**config.mk**
```make
export PLATFORM = sky130hd
export DESIGN_NAME = instr_fetch_stage_flat
export DESIGN_NICKNAME = d
export VERILOG_FILES = /design/src/rtl/instr_fetch_stage_if.sv /design/src/rtl/instr_fetch_stage.sv /design/src/flat_wrapper.sv
export SDC_FILE = /design/constraint.sdc
export NUM_CORES = 1
export LEC_CHECK = 0
export CAP_MARGIN = 10
export CORE_ASPECT_RATIO = 1.2
export CORE_UTILIZATION = 45
export DETAILED_ROUTE_END_ITERATION = 8
export GPL_TIMING_DRIVEN = 0
export PLACE_DENSITY_LB_ADDON = 0.15
export SLEW_MARGIN = 5
export SYNTH_ARGS = -nofsm -noshare
export SYNTH_HDL_FRONTEND = slang
export SYNTH_SLANG_ARGS = --single-unit
```
**constraint.sdc**
```tcl
create_clock -name clk -period 4.9 [get_ports clk]
set_input_delay 0.735 -clock clk [delete_from_list [all_inputs] [get_ports clk]]
set_output_delay 0.735 -clock clk [all_outputs]
set_load 0.01 [all_outputs]
```
**src/rtl/instr_fetch_stage_if.sv**
```systemverilog
// Instruction-memory fetch bus.
//   master (fetch stage): drives IMemAddr / IMemReq, samples IMemReady / IMemRdata
//   slave  (memory)     : returns IMemRdata in the same cycle IMemReady is high;
//                         wait states are inserted by holding IMemReady low.
interface instr_fetch_stage_if;
  logic [31:0] IMemAddr;
  logic        IMemReq;
  logic        IMemReady;
  logic [31:0] IMemRdata;

  modport master (
    output IMemAddr,
    output IMemReq,
    input  IMemReady,
    input  IMemRdata
  );

  modport slave (
    input  IMemAddr,
    input  IMemReq,
    output IMemReady,
    output IMemRdata
  );
endinterface

```
**src/rtl/instr_fetch_stage.sv**
```systemverilog
// Fetch stage and IF/ID pipeline register of the RISC-V core.
// Holds PCF, fetches over the imem ready handshake and registers the fetched
// word into decode together with the pre-decoded immediate format select
// (SrcExtD) and the immediate field (ImmD = InstrD[31:7]).
//
// Ports
//   clk, rst_n        core clock, asynchronous active-low reset
//   StallF / StallD   hold PC / hold IF/ID register
//   FlushD            load a bubble into IF/ID
//   PCSrcE, PCTargetE redirect from execute (discards the fetch in flight)
//   imem              fetch bus (master side)
//   InstrD, PCD, PCPlus4D, ImmD, SrcExtD, ValidD   decode-stage outputs
//
// state  | meaning
// -------+----------------------------------------------------------
// BOOT   | one cycle after reset, no request, PC held
// FETCH  | IMemReq high, IMemAddr = PCF, stays here until reset
module instr_fetch_stage #(
  parameter logic [31:0] RESET_PC  = 32'h0000_0000,
  parameter logic [31:0] NOP_INSTR = 32'h0000_0013
) (
  input  logic                       clk,
  input  logic                       rst_n,
  input  logic                       StallF,
  input  logic                       StallD,
  input  logic                       FlushD,
  input  logic                       PCSrcE,
  input  logic [31:0]                PCTargetE,
  instr_fetch_stage_if.master        imem,
  output logic [31:0]                InstrD,
  output logic [31:0]                PCD,
  output logic [31:0]                PCPlus4D,
  output logic [24:0]                ImmD,
  output logic [2:0]                 SrcExtD,
  output logic                       ValidD
);

  localparam logic [2:0] SRC_EXT_NOP = 3'b001;

  typedef enum logic {
    ST_BOOT  = 1'b0,
    ST_FETCH = 1'b1
  } state_e;

  state_e      state_q, state_d;
  logic        imem_req_q, imem_req_d;
  logic [31:0] pc_q, pc_d;
  logic [31:0] instr_q, instr_d;
  logic [31:0] pc_dec_q, pc_dec_d;
  logic [31:0] pc_plus4_q, pc_plus4_d;
  logic [2:0]  src_ext_q, src_ext_d;
  logic        valid_q, valid_d;

  logic        fetch_done;
  logic [31:0] pc_plus4_f;

  function automatic logic [2:0] decode_src_ext(input logic [6:0] opcode,
                                                input logic [2:0] funct3);
    logic [2:0] sel;
    sel = 3'b000;
    case (opcode)
      7'b0010011: sel = (funct3 == 3'b001 || funct3 == 3'b101) ? 3'b110 : 3'b001;
      7'b0000011,
      7'b1100111: sel = 3'b001;
      7'b0100011: sel = 3'b010;
      7'b1100011: sel = 3'b011;
      7'b0110111,
      7'b0010111: sel = 3'b100;
      7'b1101111: sel = 3'b101;
      default:    sel = 3'b000;
    endcase
    return sel;
  endfunction

  assign pc_plus4_f = pc_q + 32'd4;
  assign fetch_done = (state_q == ST_FETCH) && imem.IMemReady && !StallF;

  always_comb begin
    state_d    = ST_FETCH;
    imem_req_d = 1'b1;

    pc_d = pc_q;
    if (PCSrcE) begin
      pc_d = PCTargetE;
    end else if (StallF) begin
      pc_d = pc_q;
    end else if (fetch_done) begin
      pc_d = pc_plus4_f;
    end

    // Bubble by default; PCD/PCPlus4D keep their last values on a bubble.
    instr_d    = NOP_INSTR;
    src_ext_d  = SRC_EXT_NOP;
    valid_d    = 1'b0;
    pc_dec_d   = pc_dec_q;
    pc_plus4_d = pc_plus4_q;
    if (FlushD || PCSrcE) begin
      instr_d = NOP_INSTR;
    end else if (StallD) begin
      instr_d   = instr_q;
      src_ext_d = src_ext_q;
      valid_d   = valid_q;
    end else if (fetch_done) begin
      instr_d    = imem.IMemRdata;
      src_ext_d  = decode_src_ext(imem.IMemRdata[6:0], imem.IMemRdata[14:12]);
      valid_d    = 1'b1;
      pc_dec_d   = pc_q;
      pc_plus4_d = pc_plus4_f;
    end
  end

  always_ff @(posedge clk or negedge rst_n) begin
    if (!rst_n) begin
      state_q    <= ST_BOOT;
      imem_req_q <= 1'b0;
      pc_q       <= RESET_PC;
      instr_q    <= NOP_INSTR;
      pc_dec_q   <= 32'h0;
      pc_plus4_q <= 32'h0;
      src_ext_q  <= SRC_EXT_NOP;
      valid_q    <= 1'b0;
    end else begin
      state_q    <= state_d;
      imem_req_q <= imem_req_d;
      pc_q       <= pc_d;
      instr_q    <= instr_d;
      pc_dec_q   <= pc_dec_d;
      pc_plus4_q <= pc_plus4_d;
      src_ext_q  <= src_ext_d;
      valid_q    <= valid_d;
    end
  end

  assign imem.IMemAddr = pc_q;
  assign imem.IMemReq  = imem_req_q;

  assign InstrD   = instr_q;
  assign PCD      = pc_dec_q;
  assign PCPlus4D = pc_plus4_q;
  assign ImmD     = instr_q[31:7];
  assign SrcExtD  = src_ext_q;
  assign ValidD   = valid_q;

endmodule

```
**src/flat_wrapper.sv**
```systemverilog
// flat-port wrapper written by rule: the top's interface ports become plain ports
module instr_fetch_stage_flat 
#(
  parameter logic [31:0] RESET_PC  = 32'h0000_0000,
  parameter logic [31:0] NOP_INSTR = 32'h0000_0013
)
  (clk, rst_n, StallF, StallD, FlushD, PCSrcE, PCTargetE, InstrD, PCD, PCPlus4D, ImmD, SrcExtD, ValidD, imem_IMemAddr, imem_IMemReq, imem_IMemReady, imem_IMemRdata);
  instr_fetch_stage_if imem_i ();
  input  logic clk;
  input  logic rst_n;
  input  logic StallF;
  input  logic StallD;
  input  logic FlushD;
  input  logic PCSrcE;
  input  logic [31:0] PCTargetE;
  output logic [31:0] InstrD;
  output logic [31:0] PCD;
  output logic [31:0] PCPlus4D;
  output logic [24:0] ImmD;
  output logic [2:0] SrcExtD;
  output logic ValidD;
  output wire logic [$bits(imem_i.IMemAddr)-1:0] imem_IMemAddr;
  output wire logic [$bits(imem_i.IMemReq)-1:0] imem_IMemReq;
  input wire logic [$bits(imem_i.IMemReady)-1:0] imem_IMemReady;
  input wire logic [$bits(imem_i.IMemRdata)-1:0] imem_IMemRdata;
  assign imem_IMemAddr = imem_i.IMemAddr;
  assign imem_IMemReq = imem_i.IMemReq;
  assign imem_i.IMemReady = imem_IMemReady;
  assign imem_i.IMemRdata = imem_IMemRdata;
  instr_fetch_stage #(.RESET_PC(RESET_PC), .NOP_INSTR(NOP_INSTR)) u_core (.clk(clk), .rst_n(rst_n), .StallF(StallF), .StallD(StallD), .FlushD(FlushD), .PCSrcE(PCSrcE), .PCTargetE(PCTargetE), .imem(imem_i), .InstrD(InstrD), .PCD(PCD), .PCPlus4D(PCPlus4D), .ImmD(ImmD), .SrcExtD(SrcExtD), .ValidD(ValidD));
endmodule
```
==> summary.txt, run 1 <==
Status
  • Run status: finished, final reports clean

Clock tree
  • Total CTS buffers: 17
  • CTS tree: yes
  • CTS root buf: clkbuf_16
  • Clock Sinks: 131
  • CTS max path bufs: 2
  • Worst-skew pair later-pin latency: 420 ps
  • Setup bufs post-CTS: 0
  • CTS H-tree depth: 4
  • PostCTS Resize Cnt: 0
  • # hold bufs at CTS: 0
  • Clock transition at the registers of the reported paths: 60 ps

GRT
  • GRT Max-Usage Layer: met2
  • Vias in the first global route: 5702
  • Met2 global-route usage: 0.475
  • Largest net degree at the start of global routing: 99
  • Met3 GRT Util: 0.0639
  • Initial antenna violation count: 0
  • Overall routing resource usage: 0.278
  • First-pass GRT wire length: 29.9 mm
  • GRT met1 Usage: 0.343
  • Remaining global-route overflow: 0

Drt
  • Routed Antenna Nets: 0
  • 1st-pass router iterations: 5
  • Via count: 5893
  • Wire per inst: 17.8 um
  • Total Wirelength: 19.2 mm
  • Drt first-iter violations: 377
  • Routed vias/inst: 5.46
  • # DRC: 0

Synthesis
  • Seq cells post-synth: 131
  • Main flop type after synthesis: dfrtp_1
  • Number of synthesized flops with an enable pin: 0
  • Avg Inst Size Synth: 9.47 um^2
  • Post-synthesis sequential area ratio: 0.533
  • Synthesized Nets: between 700 and 800
  • Yosys Warn Count: 0
  • Yosys cell types: 44
  • Cell count after synthesis: between 600 and 700
  • Top cell type's share of synthesized area: 0.516
  • Post-synth ARST share: 1.00
  • Cell area after synthesis: 6160 um^2
  • Top cell type by total area after synthesis: dfrtp_1
  • Synth top area cells: dfrtp_1, nand2_1, a22o_1

Timing
  • Worst slew pin tran: 620 ps
  • Setup TNS Final: 0 ps
  • Final Skew: 13.3 ps
  • Worst Hold Margin: 202 ps
  • Fin. Hold Viols: 0
  • Final Critical Period: 2720 ps
  • Relative slew slack: 0.587
  • Fmax: 367 MHz
  • Slew Viols, Final: 0
  • RSZ-0062 raised after global routing: no
  • # setup viols final: 0
  • Final worst path period share: 0.556

Placed design
  • Routability congestion estimate: 0.909
  • Buffers on Ports: 227
  • DPL Wire Length: 13.9 mm
  • Post-Place Cells: 1047

Setup path
  • Crit Path Max Fanout: 10
  • CP max stage delay: 540 ps
  • Crit. End Element: flop
  • Critical path data arrival time: 3050 ps
  • Cells along the critical path: clkdlybuf4s50_1 -> nand3b_1 -> nor4_2 -> buf_4 -> clkbuf_1 -> nor2_1 -> a31oi_1
  • Worst R2R Start: u_core.imem.IMemAddr[2]
  • Kind of critical path: primary input to flop
  • Setup crit start kind: primary input
  • WP data required: about 5200 ps
  • CP Launch Point: StallF
  • Critical-path top delay cell: nor4_2

Cells and area
  • Register area: 3280 um^2
  • Fill count: 1030
  • Footprint of the multi-input gates: 2430 um^2
  • Non-filler cells, final: 1079
  • Area delta synth->final: 50.3%
  • Share of layout cells above drive strength 1: 0.0944
  • # diodes: 0
  • Nets: 970

Die
  • Core ar.: 13300 um^2
  • Chip height: 130 um
  • Die ar.: 14200 um^2
  • Row count: 46
  • Starting Density: 0.463
  • Die width: 109 um
  • # IOs: 229

Run
  • Max Cap Viol: 0

Power
  • Total power: 0.00324 W
  • Pwr dens: between 300 and 400 nW/um^2
  • Max VDD drop: 0.000179 V
  • Leakage: approximately 3.9 nW

Hold path
  • Min-delay worst type: primary input to asynchronous set/reset pin
## stage by stage
step           worst slack, ps  area, um^2  utilization
6_report                  2180        9250        0.696
5_1_grt                   1950        9250        0.696
4_1_cts                   2120        9250        0.696
3_5_place_dp              1680        8680        0.653
3_3_place_gp             -1980        8640        0.650
2_1_floorplan             2650        6160            -
## registers in the layout, summed over array words and instances, names as in the netlist
register and count:
u_core.imem.IMemAddr 32, u_core.PCD 30, u_core.InstrD 32, u_core.state_q 1
u_core.PCPlus4D 32, u_core.ValidD 1, u_core.SrcExtD 3
## power by group
group	internal (W)	switching (W)
combinational	0.000375	0.000304
sequential	0.00121	0.000104
clock	0.000712	0.000530
## metal layers
metal	routed length [um]	part of all wire	vias to the layer above
met5	0	0	-
met4	416	0.022	0
li1	-	-	2752
met2	9670	0.50	259
met3	1480	0.077	28
met1	7630	0.40	2854
## worst max-delay path, delay by kind of cell
family / cells / cell delay (ps)
and+or+nand+nor: 3 / 1080
buffers and inverters: 3 / 1070
AOI/OAI and AO/OA: 1 / 170
## worst paths after layout
path                       depth (start not counted)  slack [ps]                   to
max in group asynchronous                          2        3890     u_core.InstrD[0]
max                                                7        2180  u_core.PCPlus4D[20]
max reg2reg                                        7        2330  u_core.PCPlus4D[28]
min in group clk                                   2         480        u_core.PCD[9]
min                                                1         200    u_core.InstrD[18]
min reg2reg                                        2         480        u_core.PCD[9]
## cell usage after synthesis (all sizes together) (2+ instances only)
library cell  number
inv                3
and2               2
xor2               6
clkbuf            46
nor2              36
o32a               2
buf               36
nor3              10
dfrtp            127
xnor2             20
a31oi             29
o21ai             40
nand3              6
or3               14
dfstp              4
nand3b             2
or2                4
nand2            153
a22o              28
o211ai             2
mux2               2
nor4               7
or4               25
nand2b             2
o22a               3
o31ai             17
nand4             11
nor2b              2
## placed cells by master (no fill, tap or decap), types with 4 or more instances in the layout
cell	instances
nand2_1	153
xor2_1	6
buf_4	30
or3_1	14
o31ai_1	17
clkbuf_1	42
nor2_1	36
clkbuf_16	17
a22o_1	28
xnor2_1	20
nand4_1	10
clkdlybuf4s50_1	226
buf_2	5
inv_6	6
a31oi_1	29
dfrtp_1	127
o21ai_0	40
dfstp_2	4
nor4_1	6
clkbuf_2	4
nand3_1	6
or4_1	25
nor3_1	10
or2_2	4
## cell families after synthesis
logic type	after synthesis	synth area share
AO/OA/AOI/OAI	127	0.140
XOR/XNOR	26	0.0370
adder cells (fa/ha/maj)	1	0.00203
buffers and inverters	85	0.0726
flip-flops	131	0.533
multiplexers	3	0.00528
other	1	0.000609
AND/OR/NAND/NOR	276	0.209
## final cells by class
cell class                 count  area share
clock inverter                15      0.0160
buffer                        82      0.0471
inverter                       3     0.00122
timing repair buffer         229       0.249
multi-input combinational    434       0.263
clock buffer                  17      0.0460
sequential                   131       0.355
tap                          168      0.0227
(Power assumes the default switching activity.)
==> run 2, diff against run 1 <==
==> constraint.sdc (replaced) <==
create_clock -name clk -period 2.8 [get_ports clk]
set_input_delay 0.42 -clock clk [delete_from_list [all_inputs] [get_ports clk]]
set_output_delay 0.42 -clock clk [all_outputs]
set_load 0.01 [all_outputs]
==> run 2 against run 1 <==
Against the previous run:
- register-to-register slack lost 2100 ps
- cell count is essentially flat
- clock power grew 75%
- first-iteration DRC count shrank 14%
- largest power group unchanged
- cell area grew 0.11%
==> summary.txt, run 2 (synthesis results as in run 1) <==
Status
  • Run status: finished, final reports clean

Clock tree
  • Worst-skew pair later-pin latency: ~420 ps
  • CTS tree: yes
  • CTS H-tree depth: 4
  • Clock Sinks: 131
  • Clock transition at the registers of the reported paths: 60 ps
  • Setup bufs post-CTS: 0
  • CTS max path bufs: 2
  • PostCTS Resize Cnt: 0
  • # hold bufs at CTS: 1
  • CTS root buf: clkbuf_16
  • Total CTS buffers: 17

Timing
  • Fmax: 386 MHz
  • RSZ-0062 raised after global routing: no
  • # setup viols final: 0
  • Final Critical Period: 2590 ps
  • Slew Viols, Final: 0
  • Worst Hold Margin: 464 ps
  • Worst slew pin tran: 641 ps
  • Fin. Hold Viols: 0
  • Final Skew: 12.8 ps
  • Final worst setup slack: roughly 210 ps
  • Final worst path period share: 0.925
  • Setup TNS Final: 0 ps
  • Relative slew slack: 0.573

GRT
  • Vias in the first global route: 5700
  • Overall routing resource usage: 0.278
  • Initial antenna violation count: 0
  • Remaining global-route overflow: 0
  • First-pass GRT wire length: 29.8 mm
  • Largest net degree at the start of global routing: 99

Cells and area
  • Area delta synth->final: 50.5%
  • Share of layout cells above drive strength 1: 0.0943
  • Nets: 971
  • Non-filler cells, final: 1080
  • Most common cell after layout, fill and taps aside: clkdlybuf4s50_1
  • Most frequent cells in the layout: clkdlybuf4s50_1, nand2_1, dfrtp_1
  • Layout Utilization: 0.697
  • # diodes: 0

Drt
  • Drt first-iter violations: 325
  • Routed Antenna Nets: 0
  • Total Wirelength: ~19 mm
  • 1st-pass router iterations: 4
  • Routed vias/inst: approximately 5.5
  • Wire per inst: 17.8 um
  • # DRC: 0
  • Via count: 5901

Power
  • Pwr dens: about 600 nW/um^2
  • Max VDD drop: 0.000313 V
  • Leakage: 3.88 nW

Setup path
  • Setup crit start kind: flop
  • Worst R2R Start: u_core.imem.IMemAddr[2]
  • WP data required: 3140 ps
  • Kind of critical path: flop to flop
  • Crit Path Max Fanout: 10
  • CP Launch Point: u_core.imem.IMemAddr[2]
  • Crit. End Element: flop
  • Critical path data arrival time: 2930 ps

Placed design
  • Pre-CTS setup slack: -104 ps
  • Buffers on Ports: about 230
  • Routability congestion estimate: 0.909
  • DPL Wire Length: 13.9 mm
  • Post-Place Cells: 1047

Die
  • Die width: 109 um
  • # IOs: 229
  • Starting Density: 0.463
  • Row count: 46
  • Chip height: 130 um
  • Die ar.: 14200 um^2
  • Core ar.: 13300 um^2

Hold path
  • Min-delay worst type: primary input to asynchronous set/reset pin

Run
  • Max Cap Viol: 0
==> run 2: cell count changes in the layout (fill, tap and decap cells not counted), sizes merged <==
cell / delta
dlygate4sd3: +1
==> run 2: area by class of cell <==
| class | count | area (um^2) |
|---|---|---|
| Clock buffer | 17 | 425 |
| Fill cell | 1029 | 4030 |
| Multi-Input combinational cell | 434 | 2430 |
| Tap cell | 168 | 210 |
| Timing Repair Buffer | 230 | 2320 |
| Sequential cell | 131 | 3280 |
| Inverter | 3 | 11.3 |
| Buffer | 82 | 435 |
| Clock inverter | 15 | 148 |
==> run 2: through the flow <==
stage / total power (W) / cell area, um^2
after floorplan: 0.00275 / 6160
after global placement: 0.00350 / 8640
after detailed placement: 0.00353 / 8680
after CTS: 0.00570 / 9260
after global routing: 0.00590 / 9260
final: 0.00567 / 9260
==> run 2: routing by layer <==
layer | vias up | track usage | share of wire
met5 | - | 0 | 0
met4 | 0 | 0.103 | 0.021
met3 | 28 | 0.0639 | 0.073
met2 | 245 | 0.475 | 0.50
met1 | 2877 | 0.343 | 0.41
li1 | 2751 | - | -
==> run 2: worst paths after layout <==
path / cells past startpoint / to / slack, ps
setup / recovery: 7 / u_core.PCPlus4D[28] / 210
hold / removal: 2 / u_core.InstrD[23] / 460
setup reg to reg: 7 / u_core.PCPlus4D[28] / 210
hold reg to reg: 2 / u_core.PCD[9] / 480
max in group asynchronous: 3 / u_core.InstrD[4] / 1510
min in group clk: 2 / u_core.PCD[9] / 480
==> run 2: power breakdown <==
group | switching (W) | total (W) | internal (W)
clock | 0.000924 | 0.00217 | 0.00125
sequential | 0.000184 | 0.00231 | 0.00212
combinational | 0.000533 | 0.00119 | 0.000657
==> run 2: worst max-delay path, stage by stage (launching register included) <==
cell	delay, ps
dfrtp_1	500
ha_1	280
nand3_1	170
clkbuf_1	270
or2_2	350
clkbuf_1	230
or4_1	540
a31oi_1	170
==> run 3, diff against run 2 <==
--- a/config.mk
+++ b/config.mk
@@ -7,11 +7,11 @@
 export LEC_CHECK = 0
 export CAP_MARGIN = 10
 export CORE_ASPECT_RATIO = 1.2
+export CORE_MARGIN = 5
 export CORE_UTILIZATION = 45
 export DETAILED_ROUTE_END_ITERATION = 8
 export GPL_TIMING_DRIVEN = 0
 export PLACE_DENSITY_LB_ADDON = 0.15
-export SLEW_MARGIN = 5
 export SYNTH_ARGS = -nofsm -noshare
 export SYNTH_HDL_FRONTEND = slang
 export SYNTH_SLANG_ARGS = --single-unit
==> run 3 against run 2 <==
Against the previous run:
- power grew 7.5%
- critical path depth stayed put
- cell area grew 1.2%
- setup slack better by 55 ps
- largest power group is now the clock network
- via count increased by 1.5%
==> summary.txt, run 3 (synthesis results as in run 1) <==
Timing
  • RSZ-0062 raised after global routing: no
  • Fin. Hold Viols: 0
  • # setup viols final: 0
  • Final Critical Period: 2540 ps
  • Worst slew pin tran: 634 ps
  • Final worst path period share: 0.906
  • Fmax: between 300 and 400 MHz
  • Slew Viols, Final: 0
  • Final Skew: 6.66 ps
  • Relative slew slack: 0.577

Die
  • Core ar.: approximately 13000 um^2
  • Chip height: 138 um
  • # IOs: 229
  • Die ar.: 16100 um^2
  • Starting Density: 0.463
  • Row count: 46
  • Die width: 117 um

Setup path
  • Cell family with most CP delay: simple AND/OR/NAND/NOR gates
  • Critical-path top delay cell: or4_1
  • Critical path data arrival time: 2880 ps
  • Crit Reg-Reg Endpoint: u_core.PCPlus4D[28]
  • Crit Path Max Fanout: 10
  • Crit path buf inv count: 2
  • Most frequent CP cell: clkbuf_1
  • Setup crit start kind: flop
  • Kind of critical path: flop to flop
  • Worst Reg-to-Reg Cells: 7
  • CP max stage delay: 550 ps
  • Flop-to-flop setup slack: 260 ps
  • WP data required: 3140 ps
  • Worst R2R Start: u_core.imem.IMemAddr[2]
  • Cells along the critical path: ha_1 -> nand3_1 -> clkbuf_1 -> or2_2 -> clkbuf_1 -> or4_1 -> a31oi_1
  • Crit. End Element: flop
  • CP Launch Point: u_core.imem.IMemAddr[2]

Drt
  • Wire length on met3: between 1.5 and 2 mm
  • Routed wl met2: 10.2 mm
  • Via count: ~6000
  • # DRC: 0
  • Total Wirelength: ~20 mm
  • Routed Antenna Nets: 0
  • Routed vias/inst: approximately 5.5
  • Drt first-iter violations: just under 400
  • 1st-pass router iterations: 7
  • Top Metal Used: met4
  • Wire per inst: 19.0 um
  • Routed length on met1: 7.83 mm

Cells and area
  • Layout Utilization: 0.705
  • # diodes: 0
  • Fill count: 1034
  • Most frequent cells in the layout: clkdlybuf4s50_1, nand2_1, dfrtp_1
  • Share of layout cells above drive strength 1: 0.0932
  • Most common cell after layout, fill and taps aside: clkdlybuf4s50_1
  • Nets: between 900 and 1000
  • Final Cell Area: approximately 9400 um^2
  • Area delta synth->final: 52.4%

Placed design
  • Routability congestion estimate: 0.853
  • Buffers on Ports: around 230
  • Post-DP Area: 8680 um^2
  • DPL Wire Length: approximately 15 mm

GRT
  • Vias in the first global route: roughly 6100
  • First-pass GRT wire length: 32.6 mm
  • Largest net degree at the start of global routing: 69
  • Initial antenna violation count: 0
  • Overall routing resource usage: 0.257
  • Remaining global-route overflow: 0

Hold path
  • Worst hold endpoint: u_core.PCD[7]
  • HP Start: u_core.PCD[7]
  • WHS Path Cells: 2
  • Min-delay worst type: flop to flop

Clock tree
  • Clock transition at the registers of the reported paths: 60 ps
  • CTS tree: yes
  • Setup bufs post-CTS: 0
  • CTS root buf: clkbuf_16
  • CTS H-tree depth: 4
  • Total CTS buffers: 17
  • CTS max path bufs: 2
  • Clock Sinks: between 100 and 150
  • Worst-skew pair later-pin latency: 420 ps
  • PostCTS Resize Cnt: 0

Power
  • Leakage: 3.93 nW
  • Max VDD drop: 0.000376 V
  • Pwr dens: 650 nW/um^2
  • Total power: between 0.006 and 0.007 W

Run
  • Max Cap Viol: 0

Status
  • Run status: finished, final reports clean
==> run 3: tightest hold or removal path: stages (launching register included) <==
cell     delay, ps
dfrtp_1        340
nand2_1         50
nand2_1         50
==> run 3: layout make-up <==
class                           count  area [um^2]  area share
Buffer                             82          435      0.0464
Clock buffer                       18          429      0.0458
Clock inverter                     14          259      0.0276
Inverter                            3         11.3     0.00120
Multi-Input combinational cell    434         2430       0.259
Sequential cell                   131         3280       0.350
Tap cell                          168          210      0.0224
Timing Repair Buffer              230         2320       0.247
==> run 3: timing repair <==
item,4_1_cts,5_1_grt
endpoints found under the setup margin,0,0
hold endpoints to repair,2,0
hold buffers,1,0
==> run 3: layer usage <==
metal,global-route usage,vias to the layer above
li1,-,2742
met1,0.317,2907
met2,0.429,297
met3,0.0615,43
met4,0.101,0
met5,0,-
==> run 3: stage by stage <==
| step | TNS, ps | hold slack, ps | setup WS (ps) | cells |
|---|---|---|---|---|
| after CTS | 0 | 480 | 255 | 1080 |
| after global placement | -539850 | 455 | -3790 | 1045 |
| after floorplan | 0 | 124 | 610 | 650 |
| final | 0 | 476 | 264 | 1080 |
| after detailed placement | -1830 | 441 | -146 | 1047 |
| after global routing | 0 | 493 | 108 | 1080 |
==> run 3: worst max path at each step <==
stage	endpoint	cells after the start
finish	u_core.PCPlus4D[28]	7
floorplan	u_core.PCPlus4D[28]	7
CTS	u_core.PCPlus4D[28]	7
global placement	u_core.PCD[5]	1
detailed placement	u_core.PCPlus4D[18]	7
global route	u_core.PCPlus4D[29]	8
==> run 3: power breakdown <==
group | internal, W | total [W] | switching (W)
Sequential | 0.00213 | 0.00231 | 0.000181
Clock | 0.00176 | 0.00259 | 0.000832
Combinational | 0.000657 | 0.00120 | 0.000543
